==> config.mk <==
export PLATFORM = sky130hd
export DESIGN_NAME = parking_meter_countdown
export DESIGN_NICKNAME = d
export VERILOG_FILES = /design/src/rtl/meter_pkg.sv /design/src/rtl/seconds_to_bcd4.sv /design/src/rtl/parking_meter_countdown.sv
export SDC_FILE = /design/constraint.sdc
export NUM_CORES = 1
export LEC_CHECK = 0
export BUFFER_PORTS_ARGS = -buffer_cell sky130_fd_sc_hd__buf_2
export CAP_MARGIN = 15
export CORE_AREA = 2 2 108 110
export DETAILED_ROUTE_END_ITERATION = 16
export DIE_AREA = 0 0 110 112
export PLACE_DENSITY = 0.75
export SLEW_MARGIN = 15
export SYNTH_ARGS = -nofsm -noshare
export SYNTH_HDL_FRONTEND = slang
export SYNTH_HIERARCHICAL = 1
export SYNTH_SLANG_ARGS = --single-unit
==> constraint.sdc <==
create_clock -name clk -period 10.9 [get_ports clk]
set_input_delay 1.09 -clock clk [delete_from_list [all_inputs] [get_ports clk]]
set_output_delay 1.09 -clock clk [all_outputs]
set_load 0.03 [all_outputs]
==> src/rtl/meter_pkg.sv <==
// Shared types and constants for the parking meter countdown.
// Holds the state encoding, the add-time amounts and the seconds width.
package meter_pkg;

    localparam int SEC_W = 14;

    typedef enum logic [1:0] {
        EXPIRED = 2'd0,
        LOW     = 2'd1,
        RUN     = 2'd2
    } meter_state_t;

    localparam logic [SEC_W:0] ADD_60  = 15'd60;
    localparam logic [SEC_W:0] ADD_120 = 15'd120;
    localparam logic [SEC_W:0] ADD_180 = 15'd180;
    localparam logic [SEC_W:0] ADD_300 = 15'd300;

    function automatic logic [SEC_W:0] add_amount(input logic [1:0] sel);
        case (sel)
            2'b00:   return ADD_60;
            2'b01:   return ADD_120;
            2'b10:   return ADD_180;
            default: return ADD_300;
        endcase
    endfunction

endpackage

==> src/rtl/seconds_to_bcd4.sv <==
// Combinational 14-bit binary to four-digit BCD converter (double-dabble).
module seconds_to_bcd4
    import meter_pkg::*;
(
    input  logic [SEC_W-1:0] bin,
    output logic [15:0]      bcd
);

    logic [SEC_W+15:0] sr;

    always_comb begin
        sr = {16'd0, bin};
        for (int i = 0; i < SEC_W; i++) begin
            for (int d = 0; d < 4; d++) begin
                if (sr[SEC_W + 4*d +: 4] >= 4'd5) begin
                    sr[SEC_W + 4*d +: 4] = sr[SEC_W + 4*d +: 4] + 4'd3;
                end
            end
            sr = sr << 1;
        end
        bcd = sr[SEC_W +: 16];
    end

endmodule

==> src/rtl/parking_meter_countdown.sv <==
// Parking meter countdown: synchronizes the one-second tick, keeps remaining
// time with add/load requests, and drives BCD digits plus status indicators.
//
//   state   | meaning
//   EXPIRED | remaining is zero; blink toggles on every tick
//   LOW     | 0 < remaining < LOW_THRESHOLD; blink toggles on each decrement
//   RUN     | remaining at or above LOW_THRESHOLD; blink off
module parking_meter_countdown
    import meter_pkg::*;
#(
    parameter int MAX_SECONDS   = 9999,
    parameter int LOW_THRESHOLD = 200
) (
    input  logic             clk,
    input  logic             reset,
    input  logic             second_tick,
    input  logic             add_valid,
    input  logic [1:0]       add_sel,
    input  logic             load_valid,
    input  logic [SEC_W-1:0] load_value,
    output logic [SEC_W-1:0] remaining,
    output logic [15:0]      bcd,
    output logic             low_time,
    output logic             expired,
    output logic             blink
);

    localparam logic [SEC_W:0]   MAX_EXT = (SEC_W+1)'(MAX_SECONDS);
    localparam logic [SEC_W-1:0] LOW_LIM = SEC_W'(LOW_THRESHOLD);

    logic             sync1, sync2, hist;
    logic             tick;
    logic             accepted;
    logic [SEC_W:0]   sum;
    logic [SEC_W-1:0] rem_q, rem_d;
    meter_state_t     state_q, state_d;
    logic             blink_q, blink_d;
    logic [15:0]      bcd_q, bcd_comb;

    assign tick = sync2 & ~hist;

    always_comb begin
        accepted = 1'b0;
        sum      = '0;
        rem_d    = rem_q;
        state_d  = state_q;
        blink_d  = blink_q;

        if (load_valid) begin
            sum = {1'b0, load_value};
        end else begin
            accepted = tick && (rem_q != '0);
            sum = {1'b0, rem_q} - {{SEC_W{1'b0}}, accepted}
                + (add_valid ? add_amount(add_sel) : '0);
        end
        rem_d = (sum > MAX_EXT) ? MAX_EXT[SEC_W-1:0] : sum[SEC_W-1:0];

        if (rem_d == '0)          state_d = EXPIRED;
        else if (rem_d < LOW_LIM) state_d = LOW;
        else                      state_d = RUN;

        // Entering LOW/EXPIRED forces blink on so the flash starts visibly.
        if (state_d == RUN)           blink_d = 1'b0;
        else if (state_d != state_q)  blink_d = 1'b1;
        else if (state_d == LOW)      blink_d = blink_q ^ accepted;
        else                          blink_d = blink_q ^ (tick & ~load_valid);
    end

    always_ff @(posedge clk) begin
        if (reset) begin
            sync1   <= 1'b0;
            sync2   <= 1'b0;
            hist    <= 1'b0;
            rem_q   <= '0;
            state_q <= EXPIRED;
            blink_q <= 1'b1;
            bcd_q   <= '0;
        end else begin
            sync1   <= second_tick;
            sync2   <= sync1;
            hist    <= sync2;
            rem_q   <= rem_d;
            state_q <= state_d;
            blink_q <= blink_d;
            bcd_q   <= bcd_comb;
        end
    end

    seconds_to_bcd4 u_bcd (
        .bin (rem_q),
        .bcd (bcd_comb)
    );

    assign remaining = rem_q;
    assign bcd       = bcd_q;
    assign low_time  = (state_q == LOW);
    assign expired   = (state_q == EXPIRED);
    assign blink     = blink_q;

endmodule

-- Word-level counts from Yosys, hierarchy flattened
Cells that the tools add are included.
- register bits after elaboration: 36
- latch bits: 0
- memory bits (writable): 0
- ROM bits: 0
- input bits: 21
- memories kept: 0
- $add $sub $neg: 48
- $mul: 0
- divide/modulo/power cells: 0
- $lt $le $gt $ge: 48
- equality and inequality tests: 6
- shifts and indexed selects: 0
- multiplexer cells: 57
- bitwise operators: 6
- reduce and logical (&&, ||, !) cells: 5
- operator list (cell ; count):
    $ge 4x3->1 const B ; 42
    $mux 4 ; 35
    $add 4x2->4 const B ; 33
    $mux 15 ; 3
    $mux 3 ; 11
    $add 3x2->3 const B ; 9
    $pmux 9 s3 ; 1
    $add 15x15->15 ; 1
    $gt 15x14->1 const B ; 1
    $sub 14x1->15 ; 1
    $logic_not 14->1 ; 1
    $lt 14x8->1 const B ; 1
    $mux 14 ; 1
    $reduce_bool 14->1 ; 1
    $add 1x2->3 const B ; 3
    $ge 1x3->1 const B ; 3
    $eq 2x1->1 const B ; 3
    $eq 2x2->1 const B ; 2
    $logic_not 2->1 ; 2
    $mux 1 ; 4
    $mux 2 ; 2
    $add 1x2->3 const AB ; 1
    $ge 1x3->1 const AB ; 1
    $and 1x1->1 ; 2
    other kinds (4) ; 6

-- Logic depth before layout (Yosys ltp)
Gate-level depths: netlist of the first run.
- depth in word-level cells: 26
- mapped depth: 53
- mapped depth without buffers: 50

-- By module
The synthesis of the first run kept the hierarchy.
- modules (own cells, without submodules) (module ; times used ; cells an instance ; area an instance (µm²) ; sequential area each (µm²)):
    seconds_to_bcd4 ; 1 ; 567 ; 3976.3 ; 0.0
    parking_meter_countdown ; 1 ; 307 ; 2612.5 ; 720.7

-- Least setup slack after synthesis of the first run
OpenSTA, ideal clock, no wires.
- path type: reg-to-reg
- start point: reg rem_q[12] (netlist: remaining[12])
- end point: reg bcd_q[8] (netlist: bcd[8])
- data arrival time: 9.267 ns
- data required time: 10.772 ns
- setup slack: 1.505 ns
- cell stages (with the launch flop): 54
- path buffers: 3
- cells stage by stage: dfxtp_1 buf_6 inv_1 ha_1 o21ai_2 xnor2_2 inv_2 ha_1 nand2b_1 a32oi_2 buf_6 xnor2_2 ha_1 clkbuf_1 nand2b_1 a41oi_1 nand2_1 ha_1 [... 18 more ...] o22ai_1 inv_1 ha_1 inv_1 nand2_1 a211oi_2 nor2_2 or3_1 o21ai_2 inv_1 ha_1 or2_1 maj3_2 a221oi_4 mux2i_1 nor2b_1 xnor2_1 nor2b_1
- word-level cells in the longest chain between the ends: 24
- elaborated cells between the ends (all ways): 66
- ends and longest elaborated chain (element ; line ; text):
    from (decl) ; parking_meter_countdown.sv:35 ; logic [SEC_W-1:0] rem_q, rem_d;
    from (signal assigned) ; parking_meter_countdown.sv:82 ; rem_q <= rem_d;
    $add 4x2->4 / $ge 4x3->1 (equally long branches) ; seconds_to_bcd4.sv:16, seconds_to_bcd4.sv:15 ;
    $mux 4 * ; seconds_to_bcd4.sv:15 ; if (sr[SEC_W + 4*d +: 4] >= 4'd5) begin
    $add 4x2->4 / $ge 4x3->1 (equally long branches) ; seconds_to_bcd4.sv:16, seconds_to_bcd4.sv:15 ;
    $mux 4 ; seconds_to_bcd4.sv:15 ;
    $add 4x2->4 / $ge 4x3->1 (equally long branches) ; seconds_to_bcd4.sv:16, seconds_to_bcd4.sv:15 ;
    $mux 4 ; seconds_to_bcd4.sv:15 ;
    $ge 4x3->1 / $add 4x2->4 (equally long branches) ; seconds_to_bcd4.sv:15, seconds_to_bcd4.sv:16 ;
    $mux 4 ; seconds_to_bcd4.sv:15 ;
    [... 9 more ...] ; n/a ;
    $mux 4 ; seconds_to_bcd4.sv:15 ;
    $add 4x2->4 / $ge 4x3->1 (equally long branches) ; seconds_to_bcd4.sv:16, seconds_to_bcd4.sv:15 ;
    $mux 4 ; seconds_to_bcd4.sv:15 ;
    $add 4x2->4 / $ge 4x3->1 (equally long branches) ; seconds_to_bcd4.sv:16, seconds_to_bcd4.sv:15 ;
    $mux 4 ; seconds_to_bcd4.sv:15 ;
    $add 4x2->4 / $ge 4x3->1 (equally long branches) ; seconds_to_bcd4.sv:16, seconds_to_bcd4.sv:15 ;
    $mux 4 * ; seconds_to_bcd4.sv:15 ;
    net bcd_comb[8] ; parking_meter_countdown.sv:38 ; logic [15:0] bcd_q, bcd_comb;
    to (signal assigned) ; parking_meter_countdown.sv:85 ; bcd_q <= bcd_comb;
    to (decl) ; parking_meter_countdown.sv:38 ;
Mark *: on every way through the listed nets, which the timed path passes. The rest lies on a longest branch.
A chain may end at the register's enable or synchronous reset.

-- Worst setup path in the final report of the first run
- start point: reg rem_q[12] (netlist: remaining[12])
- end point: reg bcd_q[11] (netlist: bcd[11])
- word-level cells in the longest chain between the ends: 24
- elaborated cells between the ends (all ways): 90
- ends and longest elaborated chain (element ; line):
    $add 4x2->4 / $ge 4x3->1 (equally long branches) ; seconds_to_bcd4.sv:16, seconds_to_bcd4.sv:15
    $mux 4 * ; seconds_to_bcd4.sv:15
    $add 4x2->4 / $ge 4x3->1 (equally long branches) ; seconds_to_bcd4.sv:16, seconds_to_bcd4.sv:15
    $mux 4 ; seconds_to_bcd4.sv:15
    $add 4x2->4 / $ge 4x3->1 (equally long branches) ; seconds_to_bcd4.sv:16, seconds_to_bcd4.sv:15
    $mux 4 ; seconds_to_bcd4.sv:15
    $ge 4x3->1 / $add 4x2->4 (equally long branches) ; seconds_to_bcd4.sv:15, seconds_to_bcd4.sv:16
    $mux 4 ; seconds_to_bcd4.sv:15
    [... 9 more ...] ; n/a
    $mux 4 ; seconds_to_bcd4.sv:15
    $add 4x2->4 / $ge 4x3->1 (equally long branches) ; seconds_to_bcd4.sv:16, seconds_to_bcd4.sv:15
    $mux 4 ; seconds_to_bcd4.sv:15
    $add 4x2->4 / $ge 4x3->1 (equally long branches) ; seconds_to_bcd4.sv:16, seconds_to_bcd4.sv:15
    $mux 4 ; seconds_to_bcd4.sv:15
    $add 4x2->4 / $ge 4x3->1 (equally long branches) ; seconds_to_bcd4.sv:16, seconds_to_bcd4.sv:15
    $mux 4 * ; seconds_to_bcd4.sv:15
    net bcd_comb[11] ; parking_meter_countdown.sv:38
Marks and branches as above.

==> flow_metrics.py, run 1 <==
metrics = {
    "outcome": {
        "status": "completed",
    },
    "floorplanning": {
        "start_util": 0.590,
        "fp.dieW_um": 110,
        "num_io_pins": 54,
        "rows": 39,
        "dieArea_mm2": 0.0123,
        "core-area_mm2": 0.0112,
        "die_h_um": 112,
    },
    "finish": {
        "drive_above_1_share": 0.180,
        "final_nets": 971,
        "final_util": 0.631,
        "area_growth_pct": 6.93,
        "antennaDiodeCount": 0,
        "stdcell_area_mm2": 0.00705,
        "mostFrequentLayoutCell": "nor2_1",
        "most-common-layout-cells": "nor2_1 (81), inv_1 (69), nand2_1 (56)",
    },
    "route": {
        "drt_iter0_markers": 643,
        "vias": 6912,
        "drt_pass1_iterations": 5,
        "viasPerCell": 6.60,
        "avgRoutedWirePerCell_um": 16.6,
        "drcViolationCount": 0,
        "finalWirelength_um": 17400,
        "antenna_left": 0,
    },
    "clock_tree": {
        "clock_path_buffers": 2,
        "htree_levels": 2,
        "numCtsBuffers": 5,
        "root_buffer": "clkbuf_16",
        "cts_tree": "done",
        "cts_sinks": 36,
        "clkLatencyLatePin_ns": 0.28,
        "clk_pin_slew_worst_paths_ns": 0.06,
        "ctsHoldBuffers": 0,
    },
    "synth": {
        "ys.flop_type": "dfxtp_1",
        "yosys.cell_types.count": 122,
        "synthCells": 874,
        "syn_area_mm2": 0.00659,
        "synth_warnings": 6,
        "ys_seq_area_frac": 0.109,
        "ys_async_sr_fraction": 0,
        "synth_seq_cells": 36,
        "synth_area_leader_cell": "dfxtp_1",
        "synth_edf_count": 0,
        "syn_avg_cell_area_um2": 7.54,
        "yosys.area.top_type_share": 0.109,
        "synth.area.top_cells": "dfxtp_1 (11%), ha_1 (8.7%), nor2_1 (4.6%)",
        "syn-num-nets": 942,
    },
    "setup_path": {
        "crit_top_cell": "ha_1",
        "worst-path-max-fanout": 12,
        "slowest_stage": "dfxtp_2",
        "required_ns": 11.04,
        "cp-end-kind": "flip-flop",
        "critPathKind": "reg -> reg",
        "arrival_ns": 10.44,
        "slowest_delay_ns": 0.44,
        "start_kind": "flip-flop",
    },
    "sta": {
        "max-slew-margin-rel": 0.387,
        "fin_crit_ns": 10.30,
        "max_freq_ghz": 0.0971,
        "finalHoldViolCount": 0,
        "tightest_slew_ns": 0.914,
        "clock_skew_ns": 0.00582,
        "finalCritPeriodShare": 0.945,
        "final-setup-viol-count": 0,
        "slew_viol_final": 0,
    },
    "placement": {
        "hpwl_um": 12900,
        "detailed_place.area_mm2": 0.00683,
        "gp_congestion": 0.917,
        "io_buffer_count": 53,
    },
    "global_routing": {
        "track_usage": 0.282,
        "antenna_found_initial": 0,
        "first_global_vias": 6389,
        "overflow": 0,
        "grt_pass1_wl_um": 29400,
        "grt_max_degree": 32,
    },
    "run": {
        "drv_cap": 0,
    },
    "hold_path": {
        "hold_class": "reg -> reg",
    },
}
sequential cells by signal, summed over array words and instances, names as in the netlist:
register / flops
state_q: 2
blink: 1
bcd: 16
hist: 1
sync1: 1
sync2: 1
remaining: 14
stage by stage:
| step | TNS (ns) | std cells | hold slack, ns | worst slack [ns] |
|---|---|---|---|---|
| finish | 0 | 1047 | 0.453 | 0.600 |
| global route | -0.615 | 1047 | 0.463 | -0.148 |
| CTS | 0 | 1045 | 0.457 | 0.281 |
| detailed placement | 0 | 1037 | 0.442 | 0.414 |
| global placement | 0 | 1037 | 0.424 | 1.02 |
| floorplan | 0 | 874 | 0.414 | 1.50 |
final cells by class:
cell class,count,area (um^2)
fill,1042,4130
multi-input combinational,729,5400
clock buffer,6,129
clock inverter,2,35.0
sequential,36,723
tap,143,179
inverter,74,283
timing repair buffer,57,295
cell families (layout without fill, tap and decap cells):
kind of cell,Yosys count,count (layout),share of synthesized area
buf+inv,109,139,0.0765
compound gates,312,312,0.375
flops,36,36,0.109
mux,33,33,0.0543
simple gates,309,309,0.247
xor+xnor,26,26,0.0441
fa+ha+maj,49,49,0.0936
worst paths after layout:
path	start	to	slack [ns]	cells after the start
setup / recovery	remaining[12]	bcd[11]	0.60	48
hold / removal	sync1	sync2	0.45	1
setup reg to reg	remaining[12]	bcd[11]	0.60	48
hold reg to reg	sync1	sync2	0.45	1
Yosys cell counts, drive strengths merged (5+ instances only):
cell and n:
nor2 84, inv 72, nand2 57, a21oi 55, o21ai 51, ha 46
dfxtp 36, nor2b 32, nor3 27, nand3 26, mux2i 23, clkbuf 22
o211ai 20, a211oi 19, xnor2 19, a31oi 18, a21o 13, buf 13
and2 12, nor4 12, o22ai 12, nand2b 11, mux2 10, o211a 9
o31ai 9, or3 9, o21a 8, or2 8, a311oi 7, and3 7
a211o 6, a32oi 6, o221ai 6, o22a 6, xor2 6, a221oi 5
a22o 5, a31o 5, and4 5, o21bai 5
what timing repair did:
item,in CTS,in global routing
endpoints found under the setup margin,0,10
gates resized for setup,0,8
buffers inserted,0,2
critical path: cells and delay by family, from the launching register on:
| kind | cells | cell delay, ns |
|---|---|---|
| AOI/OAI and AO/OA | 18 | 4.19 |
| xor gates and xnor gates | 1 | 0.10 |
| adders and majority gates | 8 | 1.97 |
| buffers and inverters | 8 | 0.90 |
| DFF | 1 | 0.44 |
| muxes | 4 | 1.28 |
| and+or+nand+nor | 9 | 1.27 |
metal layers:
metal  global-route usage  share of wire  wire length [um]
met1                0.390           0.47              8080
met2                0.479           0.48              8260
met3               0.0334          0.052               907
met4               0.0354         0.0069               119
met5                    0              0                 0
Power of run 1 is not shown: default switching activity piles up to over one toggle a cycle in this logic, so the estimate is an artifact.
==> run 2, diff against run 1 <==
--- a/config.mk
+++ b/config.mk
@@ -8,6 +8,7 @@
 export BUFFER_PORTS_ARGS = -buffer_cell sky130_fd_sc_hd__buf_2
 export CAP_MARGIN = 15
 export CORE_AREA = 2 2 108 110
+export CTS_BUF_LIST = sky130_fd_sc_hd__clkbuf_8
 export DETAILED_ROUTE_END_ITERATION = 16
 export DIE_AREA = 0 0 110 112
 export PLACE_DENSITY = 0.75
==> flow_metrics.py, run 2 (synthesis gave the netlist of run 1 again) <==
metrics = {
    "route": {
        "antenna_left": 0,
        "vias": 6899,
        "drcViolationCount": 0,
        "avgRoutedWirePerCell_um": 16.6,
        "finalWirelength_um": 17400,
        "drt_iter0_markers": 623,
        "drt_pass1_iterations": 5,
        "viasPerCell": 6.59,
    },
    "finish": {
        "stdcell_area_mm2": 0.00700,
        "fin_cells": 1047,
        "final_util": 0.626,
        "drive_above_1_share": 0.181,
        "regArea_um2": 723,
        "final_nets": 971,
        "most-common-layout-cells": "nor2_1 (81), inv_1 (70), nand2_1 (56)",
        "mostFrequentLayoutCell": "nor2_1",
        "antennaDiodeCount": 0,
        "fillerInstances": 1051,
        "area_growth_pct": 6.17,
        "largest_reg_flops": 16,
        "multi_input_area_mm2": 0.00541,
    },
    "floorplanning": {
        "rows": 39,
        "dieArea_mm2": 0.0123,
        "start_util": 0.590,
        "num_io_pins": 54,
        "fp.dieW_um": 110,
        "core-area_mm2": 0.0112,
        "die_h_um": 112,
    },
    "hold_path": {
        "min_from": "sync1",
        "min_to": "sync2",
        "whs_path_depth": 1,
        "hold_class": "reg -> reg",
    },
    "setup_path": {
        "reg2reg_to": "bcd[11]",
        "r2r_slack_ns": 0.67,
        "r2r_start": "remaining[12]",
        "arrival_ns": 10.39,
        "critical_path.top_delay_family": "compound AO/OA/AOI/OAI gates",
        "rr_worst_depth": 48,
        "slowest_stage": "or4_4",
        "start_kind": "flip-flop",
        "cp_num_buf_inv": 8,
        "critPathKind": "reg -> reg",
        "crit_top_cell": "ha_1",
        "cp-end-kind": "flip-flop",
        "worst-path-max-fanout": 12,
        "slowest_delay_ns": 0.55,
        "required_ns": 11.06,
    },
    "clock_tree": {
        "root_buffer": "clkbuf_8",
        "cts_tree": "done",
        "clkLatencyLatePin_ns": 0.29,
        "numCtsBuffers": 5,
        "clk_pin_slew_worst_paths_ns": 0.08,
        "ctsHoldBuffers": 0,
        "htree_levels": 2,
        "clock_path_buffers": 2,
        "cts_sinks": 36,
    },
    "sta": {
        "final-setup-viol-count": 0,
        "slew_viol_final": 0,
        "finalCritPeriodShare": 0.939,
        "max_freq_ghz": 0.0977,
        "tightest_slew_ns": 0.896,
        "clock_skew_ns": 0.0108,
        "finalHoldViolCount": 0,
        "max-slew-margin-rel": 0.403,
        "whs_ns": 0.455,
        "fin_crit_ns": 10.23,
    },
    "placement": {
        "hpwl_um": 12900,
        "gp_congestion": 0.917,
        "detailed_place.area_mm2": 0.00683,
        "io_buffer_count": 53,
        "dpl.cell_count": 1037,
    },
    "global_routing": {
        "antenna_found_initial": 0,
        "track_usage": 0.280,
        "first_global_vias": 6382,
        "overflow": 0,
        "grt_pass1_wl_um": 29300,
        "grt_max_degree": 32,
    },
    "run": {
        "drv_cap": 0,
    },
    "outcome": {
        "status": "completed",
    },
}
[run 2: cell types whose count changed in the layout (fill, tap and decap cells not counted), sizes merged]
cell    delta
clkbuf     -1
inv        +1
[run 2: worst max path at each step]
stage | start | endpoint | slack, ns | cells after the start
4_1_cts | remaining[12] | bcd[9] | 0.29 | 47
3_3_place_gp | remaining[12] | bcd[8] | 1.02 | 46
2_1_floorplan | remaining[12] | bcd[8] | 1.50 | 53
3_5_place_dp | remaining[12] | bcd[11] | 0.41 | 48
6_report | remaining[12] | bcd[11] | 0.67 | 48
5_1_grt | remaining[12] | bcd[11] | -0.09 | 48
[run 2: stage by stage]
step	setup TNS [ns]	setup WS, ns
CTS	0	0.290
finish	0	0.668
global route	-0.188	-0.0858
detailed placement	0	0.414
global placement	0	1.02
floorplan	0	1.50
[run 2: repair_timing]
| item | 4_1_cts | 5_1_grt |
|---|---|---|
| gates resized for setup | 0 | 9 |
| setup endpoints to repair | 0 | 10 |
| buffers inserted | 0 | 2 |
[run 2: layout make-up]
type                            instances  share of cell area
Clock buffer                            5             0.00984
Clock inverter                          3             0.00554
Inverter                               74              0.0404
Multi-Input combinational cell        729               0.773
Sequential cell                        36               0.103
Tap cell                              143              0.0256
Timing Repair Buffer                   57              0.0422
[run 2: worst reg2reg max path, delay by kind of cell (launching register included)]
| kind | cells | cell delay (ns) |
|---|---|---|
| compound gates | 16 | 3.14 |
| simple gates | 11 | 2.23 |
| fa+ha+maj | 8 | 2.07 |
| mux | 4 | 1.26 |
| buf+inv | 8 | 0.85 |
| flops | 1 | 0.45 |
| xor+xnor | 1 | 0.10 |
[run 2: metal layers]
layer	vias up	track usage	share of wire
li1	3379	-	-
met1	3262	0.389	0.47
met2	237	0.477	0.47
met3	21	0.0299	0.051
met4	0	0.0354	0.0080
met5	-	0	0
Power of run 2 is left out for the same reason.
